[config.mk]
export PLATFORM = sky130hd
export DESIGN_NAME = eth_vlan_pkt_src_flat
export DESIGN_NICKNAME = d
export VERILOG_FILES = /design/src/rtl/eth_vlan_pkt_src_if.sv /design/src/rtl/eth_vlan_pkt_src.sv /design/src/flat_wrapper.sv
export SDC_FILE = /design/constraint.sdc
export NUM_CORES = 1
export LEC_CHECK = 0
export CAP_MARGIN = 10
export CORE_UTILIZATION = 56
export CTS_BUF_LIST = sky130_fd_sc_hd__clkbuf_8
export CTS_CLUSTER_SIZE = 12
export DETAILED_ROUTE_END_ITERATION = 7
export PLACE_DENSITY = 0.81
export SLEW_MARGIN = 20
export SYNTH_ARGS = -nofsm -noshare
export SYNTH_HDL_FRONTEND = slang
export SYNTH_SLANG_ARGS = --single-unit
[constraint.sdc]
create_clock -name clk -period 8.57 [get_ports clk]
set_input_delay 0.857 -clock clk [delete_from_list [all_inputs] [get_ports clk]]
set_output_delay 0.857 -clock clk [all_outputs]
set_load 0.02 [all_outputs]
[src/rtl/eth_vlan_pkt_src_if.sv]
`default_nettype none
// ============================================================================
// Module      : eth_vlan_pkt_src_if
// Description : Valid/Ready/Sop/Eop/Data/Keep frame stream bundle.
//               The byte-0 lane is the MSB lane of data; keep MSB = byte 0.
// Revision    : 1.0 - initial release
// ============================================================================
interface eth_vlan_pkt_src_if #(
  parameter int DATA_W = 32
);
  localparam int KEEP_W = DATA_W / 8;

  logic              valid;
  logic              ready;
  logic              sop;
  logic              eop;
  logic [DATA_W-1:0] data;
  logic [KEEP_W-1:0] keep;

  modport master (output valid, sop, eop, data, keep, input ready);
  modport slave  (input valid, sop, eop, data, keep, output ready);
endinterface
`default_nettype wire

[src/rtl/eth_vlan_pkt_src.sv]
`default_nettype none
// ============================================================================
// Module      : eth_vlan_pkt_src
// Description : Ethernet frame source with optional 802.1Q tag, a saturating
//               payload-length sweep, inter-packet gap, downstream
//               backpressure and run completion status.
// Revision    : 1.0 - initial release
// ============================================================================
module eth_vlan_pkt_src #(
  parameter int DATA_W  = 32,
  parameter int LEN_W   = 16,
  parameter int CNT_W   = 16,
  parameter int MAX_LEN = 1500
) (
  input  logic               clk,
  input  logic               rst,
  input  logic               start,
  input  logic               cfg_vlan_en,
  input  logic [2:0]         cfg_pcp,
  input  logic [11:0]        cfg_vid,
  input  logic [47:0]        cfg_da,
  input  logic [47:0]        cfg_sa,
  input  logic [15:0]        cfg_eth_type,
  input  logic [7:0]         cfg_seed,
  input  logic [LEN_W-1:0]   cfg_len,
  input  logic [LEN_W-1:0]   cfg_step,
  input  logic [CNT_W-1:0]   cfg_pkt_num,
  input  logic [7:0]         cfg_ipg,
  eth_vlan_pkt_src_if.master tx,
  output logic               busy,
  output logic               done,
  output logic [CNT_W-1:0]   pkt_cnt
);
  localparam int KEEP_W    = DATA_W / 8;
  localparam int POS_W     = LEN_W + 2;   // holds header + saturated payload length
  localparam int HDR_BYTES = 18;
  localparam logic [LEN_W:0] MAX_L = (LEN_W + 1)'(MAX_LEN);
  localparam logic [LEN_W:0] ONE_L = (LEN_W + 1)'(1);

  typedef enum logic [1:0] {
    ST_IDLE = 2'd0,
    ST_SEND = 2'd1,
    ST_GAP  = 2'd2
  } state_t;

  state_t state, state_nxt;

  // Latched run configuration
  logic             vlan_en;
  logic [2:0]       pcp;
  logic [11:0]      vid;
  logic [47:0]      da;
  logic [47:0]      sa;
  logic [15:0]      eth_type;
  logic [7:0]       seed;
  logic [LEN_W-1:0] step;
  logic [CNT_W-1:0] pkt_num;
  logic [7:0]       ipg;

  // Frame progress
  logic [LEN_W:0]   cur_len;      // payload length of the frame being sent
  logic [POS_W-1:0] pos;          // byte offset of the current beat
  logic [7:0]       gap_cnt;

  logic [8*HDR_BYTES-1:0] hdr_vec;
  logic [POS_W-1:0]       hdr_len;
  logic [POS_W-1:0]       frame_len;
  logic [LEN_W:0]         init_len;
  logic [LEN_W:0]         len_sum;
  logic [LEN_W:0]         next_len;
  logic                   beat_valid;
  logic                   fire;
  logic                   last_beat;
  logic                   last_pkt;
  logic [DATA_W-1:0]      beat_data;
  logic [KEEP_W-1:0]      beat_keep;

  // First-frame length (0 promoted to 1) and the saturating sweep increment
  always_comb begin
    init_len = {1'b0, cfg_len};
    if (cfg_len == '0) begin
      init_len = ONE_L;
    end else if (init_len > MAX_L) begin
      init_len = MAX_L;
    end
    // cur_len never exceeds MAX_LEN, so the sum cannot wrap in LEN_W+1 bits
    len_sum  = cur_len + {1'b0, step};
    next_len = (len_sum > MAX_L) ? MAX_L : len_sum;
  end

  // Header image left-aligned: byte 0 sits in the top byte of hdr_vec
  always_comb begin
    if (vlan_en) begin
      hdr_vec = {da, sa, 16'h8100, pcp, 1'b0, vid, eth_type};
      hdr_len = POS_W'(18);
    end else begin
      hdr_vec = {da, sa, eth_type, 32'h0};
      hdr_len = POS_W'(14);
    end
    frame_len = hdr_len + POS_W'(cur_len);
  end

  assign beat_valid = (state == ST_SEND);
  assign fire       = beat_valid && tx.ready;
  assign last_beat  = (pos + POS_W'(KEEP_W)) >= frame_len;
  assign last_pkt   = ({1'b0, pkt_cnt} + (CNT_W + 1)'(1)) == {1'b0, pkt_num};

  for (genvar j = 0; j < KEEP_W; j++) begin : g_lane
    logic [POS_W-1:0] idx;
    logic             lane_on;
    logic [7:0]       hdr_byte;
    logic [7:0]       pay_byte;

    assign idx      = pos + POS_W'(j);
    assign lane_on  = beat_valid && (idx < frame_len);
    assign pay_byte = seed + idx[7:0] - hdr_len[7:0];

    // Header byte lookup for this lane's frame offset
    always_comb begin
      hdr_byte = 8'h00;
      for (int b = 0; b < HDR_BYTES; b++) begin
        if (idx == POS_W'(b)) begin
          hdr_byte = hdr_vec[8*(HDR_BYTES-1-b) +: 8];
        end
      end
    end

    assign beat_data[DATA_W-1-8*j -: 8] = lane_on ? ((idx < hdr_len) ? hdr_byte : pay_byte) : 8'h00;
    assign beat_keep[KEEP_W-1-j]        = lane_on;
  end

  assign tx.valid = beat_valid;
  assign tx.sop   = beat_valid && (pos == '0);
  assign tx.eop   = beat_valid && last_beat;
  assign tx.data  = beat_data;
  assign tx.keep  = beat_keep;
  assign busy     = (state != ST_IDLE);

  // State register
  always_ff @(posedge clk or posedge rst) begin
    if (rst) begin
      state <= ST_IDLE;
    end else begin
      state <= state_nxt;
    end
  end

  // Next-state selection
  always_comb begin
    state_nxt = state;
    case (state)
      ST_IDLE: begin
        if (start && (cfg_pkt_num != '0)) begin
          state_nxt = ST_SEND;
        end
      end
      ST_SEND: begin
        if (fire && last_beat) begin
          if (last_pkt) begin
            state_nxt = ST_IDLE;
          end else if (ipg != 8'd0) begin
            state_nxt = ST_GAP;
          end else begin
            state_nxt = ST_SEND;
          end
        end
      end
      ST_GAP: begin
        if (gap_cnt <= 8'd1) begin
          state_nxt = ST_SEND;
        end
      end
      default: state_nxt = ST_IDLE;
    endcase
  end

  // Capture configuration on an accepted Start; later cfg changes are ignored
  always_ff @(posedge clk or posedge rst) begin
    if (rst) begin
      vlan_en  <= 1'b0;
      pcp      <= '0;
      vid      <= '0;
      da       <= '0;
      sa       <= '0;
      eth_type <= '0;
      seed     <= '0;
      step     <= '0;
      pkt_num  <= '0;
      ipg      <= '0;
    end else if ((state == ST_IDLE) && start) begin
      vlan_en  <= cfg_vlan_en;
      pcp      <= cfg_pcp;
      vid      <= cfg_vid;
      da       <= cfg_da;
      sa       <= cfg_sa;
      eth_type <= cfg_eth_type;
      seed     <= cfg_seed;
      step     <= cfg_step;
      pkt_num  <= cfg_pkt_num;
      ipg      <= cfg_ipg;
    end
  end

  // Beat offset, frame length sweep, gap timer, packet counter and Done pulse
  always_ff @(posedge clk or posedge rst) begin
    if (rst) begin
      pos     <= '0;
      cur_len <= '0;
      gap_cnt <= '0;
      pkt_cnt <= '0;
      done    <= 1'b0;
    end else begin
      done <= 1'b0;
      if ((state == ST_IDLE) && start) begin
        pos     <= '0;
        cur_len <= init_len;
        pkt_cnt <= '0;
        done    <= (cfg_pkt_num == '0);
      end else if (fire) begin
        if (last_beat) begin
          pos     <= '0;
          cur_len <= next_len;
          gap_cnt <= ipg;
          pkt_cnt <= pkt_cnt + CNT_W'(1);
          done    <= last_pkt;
        end else begin
          pos <= pos + POS_W'(KEEP_W);
        end
      end else if (state == ST_GAP) begin
        gap_cnt <= gap_cnt - 8'd1;
      end
    end
  end

endmodule
`default_nettype wire
[src/flat_wrapper.sv]
// flat-port wrapper written by rule: the top's interface ports become plain ports
module eth_vlan_pkt_src_flat 
#(
  parameter int DATA_W  = 32,
  parameter int LEN_W   = 16,
  parameter int CNT_W   = 16,
  parameter int MAX_LEN = 1500
)
  (clk, rst, start, cfg_vlan_en, cfg_pcp, cfg_vid, cfg_da, cfg_sa, cfg_eth_type, cfg_seed, cfg_len, cfg_step, cfg_pkt_num, cfg_ipg, busy, done, pkt_cnt, tx_valid, tx_sop, tx_eop, tx_data, tx_keep, tx_ready);
  eth_vlan_pkt_src_if #(.DATA_W(DATA_W)) tx_i ();
  input  logic clk;
  input  logic rst;
  input  logic start;
  input  logic cfg_vlan_en;
  input  logic [2:0] cfg_pcp;
  input  logic [11:0] cfg_vid;
  input  logic [47:0] cfg_da;
  input  logic [47:0] cfg_sa;
  input  logic [15:0] cfg_eth_type;
  input  logic [7:0] cfg_seed;
  input  logic [LEN_W-1:0] cfg_len;
  input  logic [LEN_W-1:0] cfg_step;
  input  logic [CNT_W-1:0] cfg_pkt_num;
  input  logic [7:0] cfg_ipg;
  output logic busy;
  output logic done;
  output logic [CNT_W-1:0] pkt_cnt;
  output wire logic [$bits(tx_i.valid)-1:0] tx_valid;
  output wire logic [$bits(tx_i.sop)-1:0] tx_sop;
  output wire logic [$bits(tx_i.eop)-1:0] tx_eop;
  output wire logic [$bits(tx_i.data)-1:0] tx_data;
  output wire logic [$bits(tx_i.keep)-1:0] tx_keep;
  input wire logic [$bits(tx_i.ready)-1:0] tx_ready;
  assign tx_valid = tx_i.valid;
  assign tx_sop = tx_i.sop;
  assign tx_eop = tx_i.eop;
  assign tx_data = tx_i.data;
  assign tx_keep = tx_i.keep;
  assign tx_i.ready = tx_ready;
  eth_vlan_pkt_src #(.DATA_W(DATA_W), .LEN_W(LEN_W), .CNT_W(CNT_W), .MAX_LEN(MAX_LEN)) u_core (.clk(clk), .rst(rst), .start(start), .cfg_vlan_en(cfg_vlan_en), .cfg_pcp(cfg_pcp), .cfg_vid(cfg_vid), .cfg_da(cfg_da), .cfg_sa(cfg_sa), .cfg_eth_type(cfg_eth_type), .cfg_seed(cfg_seed), .cfg_len(cfg_len), .cfg_step(cfg_step), .cfg_pkt_num(cfg_pkt_num), .cfg_ipg(cfg_ipg), .tx(tx_i), .busy(busy), .done(done), .pkt_cnt(pkt_cnt));
endmodule
==> impl_metrics.toml, run 1 <==
[final_layout]
drive_gt1_share_pct = 5.39
final_nets = 2432
syn_to_final_growth_pct = 21.8
postLayoutCoreUtil_pct = 69.2

[synthesis]
yosys-top-cells-area = "dfrtp_1, nand2_1, ha_1, xnor2_1, a21oi_1"
avgSynthCellArea_um2 = 8.18
synth-async-reset-ratio_pct = 100
synth_edf_count = 0
synth.distinct_cells = 88
synth_top_area_share_pct = 37.5
synth.most_common_cell = "nand2_1"
synth_nets = 2251
yosys_warnings = 0
syn_inst = 1927
synth_top_area_cell = "dfrtp_1"
yosys_most_used_dff = "dfrtp_1"
netlist_top_cells_count = "nand2_1, dfrtp_1, ha_1, clkbuf_1, nor2_1"
synth_seq_area_share_pct = 37.5
netlist_area_mm2 = 0.0158
ys_ff_latch = 236

[clock_tree]
clock_sinks = 236
path_clk_slew_ps = 60
ctsRootBufferMaster = "clkbuf_8"
cts_hold_buffers = 0
cts_tree = "done"
cts-buffers-inserted = 41
cts_resized = 0
max-clock-path-buffers = 3
clk_latency_ps = 570
post_cts_buffers = 0
htree_levels = 2

[worst_setup_path]
worst_setup_path_start_kind = "flip-flop"
cp.required_ps = 7710
critPathBufInv = 2
cp_slowest_cell = "dfrtp_1"
worstPathArrival_ps = 6360
crit_family = "compound AO/OA/AOI/OAI gates"
crit_type = "flip-flop to output port"
critPathMaxFanout = 19
cp_cell_sequence = "inv_1, ha_1, a21o_1, a21oi_1, nor2b_1, o211ai_1, nor2b_1, xnor2_1, ha_1, a21o_1, a21oi_1, nor2_1, a2111oi_0, o41ai_4, a221oi_1, clkdlybuf4s50_1"
cp_slowest_stage_delay_ps = 850
cp-end-kind = "output port"

[grt]
grt_first_pass_wirelength_um = 78300
grt_max_degree = 101
grt_pass1_vias = 14200
grt_util_all_layers_pct = 34.8
grt-ovfl-total = 0
antenna_found_initial = 2

[routing]
drt_iter0_markers = 1576
routed_wl_um = 49600
vias_per_cell = 5.96
drc = 0
ant_nets = 0
firstDrtPassIters = 8
via_count = 15000
wl_per_cell_um = 19.7

[floorplanning]
die-area_mm2 = 0.0288
io_pins = 253
fp.dieH_um = 170
die_w_um = 170
fp.coreArea_mm2 = 0.0277
start_util_pct = 56.9
row_count = 61

[sta]
slew_headroom_pct = 25.2
drv_slew = 0
setup_viol = 0
tns_ps = 0
layout_min_cycle_time_ps = 7210
hold_viol_final = 0
period_share_pct = 84.2
max_freq_mhz = 139
rsz0062_at_grt = "no"
worst_pin_slew_ps = 1120
skew_ps = 19.2

[pwr]
vdd_drop_max_v = 0.000122
p_leak_uw = 0.00939
power_density_mw_per_mm2 = 118

[run_status]
status = "finished, final reports clean"

[run]
cap_violations = 0

[placement]
gp_congestion = 0.978
hpwl_um = 36700
io_buffers = 252

[worst_hold_path]
worstHoldPathType = "flip-flop to flip-flop"
[metrics by stage]
stage	setup slack, ps	hold slack, ps	cells	instance area (um^2)	power, uW
CTS	1580	477	2513	19200	2280
finish	1360	475	2515	19200	2270
global route	869	491	2514	19200	2340
detailed placement	2230	462	2443	18400	1260
floorplan	1240	440	1927	15800	1150
global placement	2340	452	2443	18400	1260
[registers in the layout (all words and copies together) (netlist names)]
signal,cells
u_core.da,48
u_core.pcp,3
u_core.vlan_en,1
u_core.seed,8
u_core.pkt_cnt,16
u_core.gap_cnt,8
u_core.cur_len,17
u_core.vid,12
u_core.step,16
u_core.ipg,8
u_core.done,1
u_core.eth_type,16
u_core.state,2
u_core.pos,16
u_core.pkt_num,16
u_core.sa,48
[cell usage in the layout (no fill, tap or decap), drive strengths merged, types with 5 or more instances in the layout]
cell,netlist,final
nor4,23,23
nand4,16,16
buf,31,14
a31o,9,9
o21ai,84,84
o21bai,13,13
clkdlybuf4s50,0,252
xnor2,47,47
clkbuf,97,48
nor3,29,29
o211ai,25,25
a221o,13,13
a221oi,36,36
o21a,10,10
and3,13,13
a21o,32,32
nand2b,20,20
a21oi,80,80
inv,72,85
nor2b,8,8
and2,16,16
xor2,32,32
a211oi,33,33
nand3,24,24
a31oi,12,12
a211o,5,5
ha,120,120
clkinv,1,8
fa,8,8
nand2,605,605
dfrtp,236,236
o31ai,11,11
nor2,98,98
[cell families after synthesis]
group / Yosys count / synth area share (%)
AO/OA/AOI/OAI: 404 / 18.0
XOR/XNOR: 79 / 4.39
adder cells (fa/ha/maj): 128 / 10.5
buffers and inverters: 201 / 5.11
flip-flops: 236 / 37.5
multiplexers: 3 / 0.199
AND/OR/NAND/NOR: 876 / 24.3
[worst paths after layout]
check	from	slack (ps)	to	cells past startpoint
worst min-delay path	u_core.sa[16]	480	u_core.sa[16]	2
worst min register to register	u_core.sa[16]	480	u_core.sa[16]	2
worst max register to register	u_core.vlan_en	2500	u_core.gap_cnt[5]	17
min in group asynchronous	rst	780	u_core.cur_len[5]	2
max in group asynchronous	rst	6370	u_core.pos[11]	3
worst max-delay path	u_core.vlan_en	1360	tx_data[3]	16
[layout make-up]
class	instances	area [um^2]
well taps	378	473
inverters	73	282
clock buffers	48	661
clock inverters	22	145
repair buffers	266	2630
fillers	2246	8520
multi-input cells	1490	9080
flip-flops and latches	236	5910
diodes	2	5.00
[metal layers]
layer / share of wire (%) / GRT usage (%)
met1: 44 / 50.0
met2: 45 / 52.4
met3: 8.4 / 6.67
met4: 3.0 / 12.1
met5: 0 / 0
[worst register-to-register path, delay by kind of cell (launching register included)]
kind / cells / cell delay, ps
xor gates and xnor gates: 1 / 410
buffers and inverters: 1 / 380
and+or+nand+nor: 8 / 2530
adders and majority gates: 2 / 780
AOI/OAI and AO/OA: 5 / 980
DFF: 1 / 850
[report_power, final]
part | switching [uW] | internal [uW]
Clock | 491 | 545
Sequential | 0 | 1110
Combinational | 41.5 | 80.0
Total | 532 | 1740
Note: power is estimated with default switching activity, not from simulation.
==> inputs of run 2 (changes only) <==
Settings changed: CORE_UTILIZATION 56 to 51, PLACE_DENSITY 0.81 to 0.78.
Clock period 8.57 ns to 5.93 ns, I/O delays scaled along.
==> run 2 against run 1 <==
Effect of this change: clock-buffer cell count grew 3; via count fell by 0.74%; sequential power grew 45%; sequential share of layout area down 0.37 points; largest cell class unchanged; critical path type unchanged; global-route usage decreased by 2.9 points; highest routed layer unchanged; die area up 9.7%.
==> impl_metrics.toml, run 2 (same netlist as run 1, synthesis figures left out) <==
[sta]
slew_headroom_pct = 24.3
rsz0062_at_grt = "no"
fin_ws_ps = 228
period_share_pct = 96.2
setup_viol = 0
skew_ps = 24.1
tns_ps = 0
max_freq_mhz = 175
hold_viol_final = 0
drv_slew = 0
worst_pin_slew_ps = 1130
layout_min_cycle_time_ps = 5700

[routing]
routed_wl_um = 50100
vias_per_cell = 5.86
firstDrtPassIters = 5
drt_iter0_markers = 1291
ant_nets = 0
drc = 0
via_count = 14900
wl_per_cell_um = 19.7

[run]
cap_violations = 0

[clock_tree]
cts_tree = "done"
htree_levels = 2
clock_sinks = 236
clk_latency_ps = 590
max-clock-path-buffers = 3
ctsRootBufferMaster = "clkbuf_8"
path_clk_slew_ps = 60
cts-buffers-inserted = 42

[worst_setup_path]
worst_setup_path_start_kind = "flip-flop"
cp-end-kind = "output port"
cp.required_ps = 5340
worstPathArrival_ps = 5110
cp_slowest_stage_delay_ps = 660
crit_type = "flip-flop to output port"
critPathBufInv = 2
critPathMaxFanout = 8
cp_cell_sequence = "inv_1, fa_1, nor2b_1, o21ai_0, nand2b_1, and3_1, nand3_1, xor2_4, ha_1, a21o_1, a21o_1, a21oi_1, nor2_1, a2111oi_4, o41ai_4, a221oi_1, clkdlybuf4s50_1"
cp_common_cell = "a21o_1"
crit_family = "compound AO/OA/AOI/OAI gates"
cp_slowest_cell = "clkdlybuf4s50_1"

[floorplanning]
die-area_mm2 = 0.0316
start_util_pct = 52.5
fp.dieH_um = 178
io_pins = 253
fp.coreArea_mm2 = 0.0300
row_count = 63
die_w_um = 178

[grt]
grt-ovfl-total = 0
top_usage_layer = "met2"
antenna_found_initial = 5
grt_first_pass_wirelength_um = 78200
met3_usage_pct = 7.97
grt_use_met1_pct = 43.5
grt_max_degree = 141
grt_pass1_vias = 14500
use_met2_pct = 48.2
grt_util_all_layers_pct = 31.9

[placement]
placed_cell_area_mm2 = 0.0184
gp_congestion = 0.943
dp_slack_ps = 500
io_buffers = 252
hpwl_um = 36700

[final_layout]
postLayoutCoreUtil_pct = 64.7
final_nets = 2439
top_regs = "u_core.da (48), u_core.sa (48), u_core.cur_len (17)"
drive_gt1_share_pct = 6.11
stdcell_area_mm2 = 0.0194
syn_to_final_growth_pct = 23.3
final_cell_mix = "nand2_1, clkdlybuf4s50_1, dfrtp_1"
mostFrequentLayoutCell = "nand2_1"

[pwr]
vdd_drop_max_v = 0.000150
power_density_mw_per_mm2 = 177
p_switching_uw = 797
p_leak_uw = 0.00951
combPwrFrac_pct = 5.2
power.internal_uw = 2640
power_frac_seq_pct = 46.8
pwr-share-clk_pct = 48.0
swShare_pct = 23.2

[worst_hold_path]
worstHoldPathType = "primary input to async pin"

[run_status]
status = "finished, final reports clean"
[run 2: power by group through the flow]
stage	sequential, uW	combinational [uW]	clock (uW)
final	1610	178	1650
after global routing	1610	192	1740
after CTS	1610	180	1680
after detailed placement	1640	179	0
after global placement	1640	179	0
after floorplan	1640	27.1	0
[run 2: metrics by stage]
step | total power (uW) | hold WS (ps) | instances
after floorplan | 1670 | 440 | 1927
after global placement | 1820 | 456 | 2458
after detailed placement | 1820 | 460 | 2458
after CTS | 3470 | 393 | 2533
after global routing | 3540 | 451 | 2539
final | 3440 | 392 | 2540
[run 2: worst reg2reg max path: stages, from the launching register on]
cell       delay (ps)
dfrtp_1           710
ha_1              390
nand3_1           140
or3_1             460
nor2_1            320
nand2_1           120
xnor2_1           330
ha_1              240
a211oi_1           70
nand2_1           130
a21oi_1           100
nor4_2            380
o2111ai_1         160
nor4_2            850
and4_1            330
a221oi_2           40
[run 2: worst paths after layout]
check | from | endpoint | slack (ps) | cells after the start
worst max-delay path | u_core.cur_len[1] | tx_data[5] | 230 | 17
worst min-delay path | rst | u_core.pkt_num[7] | 390 | 2
worst max register to register | u_core.pos[3] | u_core.cur_len[7] | 1020 | 15
worst min register to register | u_core.sa[7] | u_core.sa[7] | 480 | 2
max in group asynchronous | rst | u_core.sa[44] | 4270 | 3
min in group clk | u_core.sa[7] | u_core.sa[7] | 480 | 2
[run 2: area by class of cell]
cell class | instances | area, um^2
fill | 2576 | 10600
multi-input combinational | 1491 | 9160
sequential | 236 | 5910
timing repair buffer | 271 | 2680
clock buffer | 51 | 702
tap | 390 | 488
inverter | 73 | 278
clock inverter | 23 | 198
antenna | 5 | 12.5
[run 2: what timing repair did]
item	4_1_cts	5_1_grt
pin swaps	0	2
cloned	1	0
endpoints found under the setup margin	13	21
gates resized for setup	5	7
endpoints found under the hold margin	0	0
hold buffers	0	0
setup buffers	0	2
[run 2: metal layers]
metal | vias to the layer above | share of wire, % | wire (um)
li1 | 7005 | - | -
met1 | 7136 | 43 | 21700
met2 | 602 | 44 | 22300
met3 | 136 | 8.6 | 4330
met4 | 0 | 3.6 | 1820
met5 | - | 0 | 0
